[config.mk]
export PLATFORM = sky130hd
export DESIGN_NAME = uart_packets_to_bytes
export DESIGN_NICKNAME = d
export VERILOG_FILES = /design/src/rtl/uart_packets_to_bytes_pkg.sv /design/src/rtl/uart_packets_to_bytes.sv
export SDC_FILE = /design/constraint.sdc
export NUM_CORES = 1
export LEC_CHECK = 0
export BUFFER_PORTS_ARGS = -buffer_cell sky130_fd_sc_hd__buf_2
export CAP_MARGIN = 20
export CORE_MARGIN = 2
export CORE_UTILIZATION = 42
export DETAILED_ROUTE_END_ITERATION = 8
export PLACE_DENSITY_LB_ADDON = 0.08
export SLEW_MARGIN = 20
export SYNTH_ARGS = -nofsm -noshare
export SYNTH_HDL_FRONTEND = slang
export SYNTH_SLANG_ARGS = --single-unit
[constraint.sdc]
create_clock -name clk -period 1.6 [get_ports clk]
set_input_delay 0.24 -clock clk [delete_from_list [all_inputs] [get_ports clk]]
set_output_delay 0.24 -clock clk [all_outputs]
set_load 0.05 [all_outputs]
[src/rtl/uart_packets_to_bytes_pkg.sv]
// Shared constants, FSM state type and escape helper for the packet-to-byte
// encoder.
package uart_packets_to_bytes_pkg;

  localparam logic [7:0] SOP_CHAR  = 8'h7A;
  localparam logic [7:0] EOP_CHAR  = 8'h7B;
  localparam logic [7:0] CHAN_CHAR = 8'h7C;
  localparam logic [7:0] ESC_CHAR  = 8'h7D;
  localparam logic [7:0] ESC_XOR   = 8'h20;

  typedef enum logic [2:0] {
    CHAN_MARK = 3'd0,
    CHAN_ESC  = 3'd1,
    CHAN_BYTE = 3'd2,
    SOP       = 3'd3,
    EOP       = 3'd4,
    DATA_ESC  = 3'd5,
    DATA      = 3'd6
  } p2b_state_e;

  // Bytes that collide with the framing characters must go out escaped.
  function automatic logic needs_escape(input logic [7:0] b);
    return (b >= SOP_CHAR) && (b <= ESC_CHAR);
  endfunction

endpackage

[src/rtl/uart_packets_to_bytes.sv]
// Avalon-ST packet beats to escaped byte stream for a UART/JTAG byte sink.
// Optional macro P2B_CHANNEL_FIELD_EN: when defined, channel groups
// (0x7C + channel byte) are emitted whenever the channel changes or on the
// first beat after reset; when undefined, in_channel is ignored.
//
// state     | meaning
// ----------+-----------------------------------------------
// CHAN_MARK | sending channel marker 0x7C
// CHAN_ESC  | sending escape ahead of an escaped channel byte
// CHAN_BYTE | sending channel byte (XORed if escaped)
// SOP       | sending start-of-packet marker 0x7A
// EOP       | sending end-of-packet marker 0x7B
// DATA_ESC  | sending escape ahead of an escaped data byte
// DATA      | sending data byte (XORed if escaped); last byte of beat
//
// Beat start is not a stored state: when in_beat_q is clear the first state
// is chosen combinationally from the beat currently on the inputs, so no
// payload is ever latched.
import uart_packets_to_bytes_pkg::*;

module uart_packets_to_bytes (
  input  logic       clk,
  input  logic       reset_n,
  output logic       in_ready,
  input  logic       in_valid,
  input  logic [7:0] in_data,
  input  logic [7:0] in_channel,
  input  logic       in_startofpacket,
  input  logic       in_endofpacket,
  input  logic       out_ready,
  output logic       out_valid,
  output logic [7:0] out_data
);

  p2b_state_e state_q;
  p2b_state_e cur_state;
  p2b_state_e next_state;
  p2b_state_e data_first;
  p2b_state_e after_chan;
  p2b_state_e after_sop;
  logic       in_beat_q;
  logic       fire;
  logic       beat_done;
  logic       chan_taken;
  logic       data_esc;
  logic       need_chan;
  logic       chan_esc;
  logic [7:0] chan_byte;
  logic [7:0] byte_out;

`ifdef P2B_CHANNEL_FIELD_EN
  logic       chan_known_q;
  logic [7:0] last_chan_q;

  assign need_chan = !chan_known_q || (in_channel != last_chan_q);
  assign chan_esc  = needs_escape(in_channel);
  assign chan_byte = chan_esc ? (in_channel ^ ESC_XOR) : in_channel;

  // Remember the channel once its byte has actually been taken downstream.
  always_ff @(posedge clk or negedge reset_n) begin
    if (!reset_n) begin
      chan_known_q <= 1'b0;
      last_chan_q  <= 8'h00;
    end else if (fire && chan_taken) begin
      chan_known_q <= 1'b1;
      last_chan_q  <= in_channel;
    end
  end
`else
  logic unused_chan;

  assign need_chan   = 1'b0;
  assign chan_esc    = 1'b0;
  assign chan_byte   = 8'h00;
  assign unused_chan = ^{in_channel, chan_taken};
`endif

  // Handshake: outputs are forced quiet while reset is held.
  assign out_valid = in_valid && reset_n;
  assign fire      = out_valid && out_ready;
  assign in_ready  = fire && beat_done;
  assign out_data  = reset_n ? byte_out : 8'h00;

  // Choose the successor states from the current beat and the active state.
  always_comb begin
    data_esc   = needs_escape(in_data);
    data_first = data_esc ? DATA_ESC : DATA;
    after_sop  = in_endofpacket ? EOP : data_first;
    after_chan = in_startofpacket ? SOP : after_sop;
    if (in_beat_q) begin
      cur_state = state_q;
    end else if (need_chan) begin
      cur_state = CHAN_MARK;
    end else begin
      cur_state = after_chan;
    end
  end

  // Per-state output byte and next state.
  always_comb begin
    next_state = cur_state;
    byte_out   = 8'h00;
    beat_done  = 1'b0;
    chan_taken = 1'b0;
    case (cur_state)
      CHAN_MARK: begin
        byte_out   = CHAN_CHAR;
        next_state = chan_esc ? CHAN_ESC : CHAN_BYTE;
      end
      CHAN_ESC: begin
        byte_out   = ESC_CHAR;
        next_state = CHAN_BYTE;
      end
      CHAN_BYTE: begin
        byte_out   = chan_byte;
        chan_taken = 1'b1;
        next_state = after_chan;
      end
      SOP: begin
        byte_out   = SOP_CHAR;
        next_state = after_sop;
      end
      EOP: begin
        byte_out   = EOP_CHAR;
        next_state = data_first;
      end
      DATA_ESC: begin
        byte_out   = ESC_CHAR;
        next_state = DATA;
      end
      DATA: begin
        byte_out   = data_esc ? (in_data ^ ESC_XOR) : in_data;
        beat_done  = 1'b1;
        next_state = DATA;
      end
      default: begin
        byte_out   = 8'h00;
        next_state = DATA;
      end
    endcase
  end

  // Advance only on an accepted byte; the final byte returns to beat start.
  always_ff @(posedge clk or negedge reset_n) begin
    if (!reset_n) begin
      state_q   <= CHAN_MARK;
      in_beat_q <= 1'b0;
    end else if (fire) begin
      if (beat_done) begin
        in_beat_q <= 1'b0;
      end else begin
        in_beat_q <= 1'b1;
        state_q   <= next_state;
      end
    end
  end

endmodule

==> results.toml <==
[floorplanning]
dieWidth_um = 40.3
ios = 32
die_height_um = 40.3
start_util_pct = 43.6
row_count = 13
fp.coreArea_sq_mm = 0.00127
fp.dieArea_sq_mm = 0.00162

[finish]
layout.nets = 154
n_antenna_cell = 0
drive_above_1_share_pct = 61.5
syn2layout_area_growth_pct = 97.7
fin_area_sq_mm = 0.00109

[yosys]
synth-edff-count = 0
ys_seq_elements = 4
avgSynthCellArea_sq_um = 7.37
synth_seq_area_share_pct = 18.1
netlist_area_sq_um = 553
yosys.area.top_type_share_pct = 18.1
yosys.area.top_type = "dfrtp_1"
ys_warn_count = 0
synthTopCellsByCount = "nand2_1 (7), inv_1 (6), nand3_1 (6)"
synth.distinct_cells = 36
ys_top_cells_by_area = "dfrtp_1 (18%), a31o_1 (6.3%), nand3_1 (5.4%)"
ys.flop_type = "dfrtp_1"
synth_nets = 97
yosysMostFrequentCell = "nand2_1"
syn_inst = 75
async_flop_share_pct = 100

[critical_path]
cp_max_fo = 8
cp-start-kind = "flip-flop"
required_ns = 1.36
end_kind = "output port"
crit_type = "reg2out"
worst_ep_arrival_time_ns = 1.60

[sta]
fmax_mhz = 544
min_period_over_period_pct = 115
finalSetupViolations = 9
finalCriticalPeriod_ns = 1.84
maxSlewHeadroom_pct = 75.2
skew_ns = 0.00310
rsz0062_at_grt = "true"
fin_ws_ns = -0.237
hold_viol_final = 0
worst_slew_pin_slew_ns = 0.370
setup-tns-final_ns = -1.75
drv_slew = 0

[placed_design]
gp_congestion = 0.876
port_buffers = 23
place_hpwl_um = 1380
place_area_sq_um = 891

[routing]
wire_per_inst_um = 14.8
vias = 847
drt_iter0_markers = 25
drt_pass1_iterations = 4
ant_nets = 0
wl_um = 2150
drcViolationCount = 0
drt-vias-per-instance = 5.84

[power]
p_leak_nw = 0.510
power.density_mw_per_mm2 = 1140
ir_drop_mv = 0.835
finalPower_mw = 1.24

[outcome]
outcome = "complete, but fails checks"
violations = "setup timing"

[global_route]
grt_usage_pct = 28.5
globalRoute.totalOverflow = 0
grt_pass1_wl_um = 3130
antenna_found_initial = 0
grt_max_degree = 15
grt_pass1_vias = 712

[run]
max_cap_violations = 0

[clocking]
cts_tree = "built"
cts_sinks = 4
htree_num_levels = 1
cts_buffer_depth = 2
path_clk_slew_ns = 0.04
insertion_delay_ns = 0.23
clockRootBuffer = "clkbuf_4"
cts_buffers = 3

[min_path]
hp-class = "in2reg"
[state kept, by name (all words and copies together) (netlist names)]
signal,flops
in_beat_q,1
state_q,3
[kinds of logic after synthesis]
family                 count (synthesis)  synth area share, %
AND/OR/NAND/NOR                       35                 36.4
buffers and inverters                  8                 5.43
AO/OA/AOI/OAI                         27                 38.5
flip-flops                             4                 18.1
XOR/XNOR                               1                 1.58
[final cells by class]
| cell class | instances | area [sq um] |
|---|---|---|
| timing repair buffer | 54 | 414 |
| tap | 15 | 18.8 |
| clock buffer | 3 | 22.5 |
| sequential | 4 | 101 |
| inverter | 6 | 25.0 |
| multi-input combinational | 63 | 512 |
| fill | 60 | 175 |
[metrics by stage]
step / hold slack [ns] / cells / utilization, % / worst slack, ns
6_report: 0.420 / 145 / 86.2 / -0.237
5_1_grt: 0.436 / 145 / 86.2 / -0.322
4_1_cts: 0.420 / 145 / 82.9 / -0.242
3_5_place_dp: 0.132 / 138 / 70.2 / -0.244
2_1_floorplan: -0.0556 / 75 / - / -0.0977
3_3_place_gp: 0.127 / 138 / 70.2 / -0.239
[worst paths after layout]
check	startpoint	end	slack (ns)	depth (start not counted)
max	in_beat_q	out_data[2]	-0.24	6
min	out_ready	state_q[0]	0.42	3
max reg2reg	in_beat_q	state_q[0]	0.10	5
min reg2reg	state_q[0]	state_q[0]	0.62	2
max in group asynchronous	reset_n	in_beat_q	0.84	2
min in group asynchronous	reset_n	state_q[0]	0.58	2
[where the power goes]
part	leakage [nW]	switching (mW)	internal [mW]
Clock	0.0138	0.0336	0.0834
Combinational	0.450	0.497	0.460
Sequential	0.0457	0.0424	0.126
[routing by layer]
layer  GRT usage [%]  vias to the layer above  part of all wire (%)
met4            5.00                        0                  0.98
met2            52.4                       25                    53
li1                -                      410                     -
met3               0                        2                   3.7
met1            37.5                      410                    42
met5               0                        -                     0
[worst max-delay path, stage by stage, from the launching register on]
cell and delay [ns]:
dfrtp_2 0.46, nor2b_4 0.16, a21oi_2 0.17, buf_4 0.15, o22ai_1 0.05, a32o_2 0.23, buf_6 0.15
[placed cells by master, fill, tap and decap left out, types with 3 or more instances in the layout]
cell type,count
inv_1,5
dfrtp_1,3
buf_4,29
a31o_1,3
buf_2,14
buf_6,9
nand3_1,4
clkbuf_4,3
nor2_1,3
nand2_1,5
[repair_timing]
item,in CTS,in global routing
hold buffers,1,0
gates resized for setup,32,10
buffers inserted,3,0
pin swaps,5,4
endpoints found under the hold margin,4,0
setup endpoints to repair,9,10
Note: power is estimated with default switching activity, not from simulation.
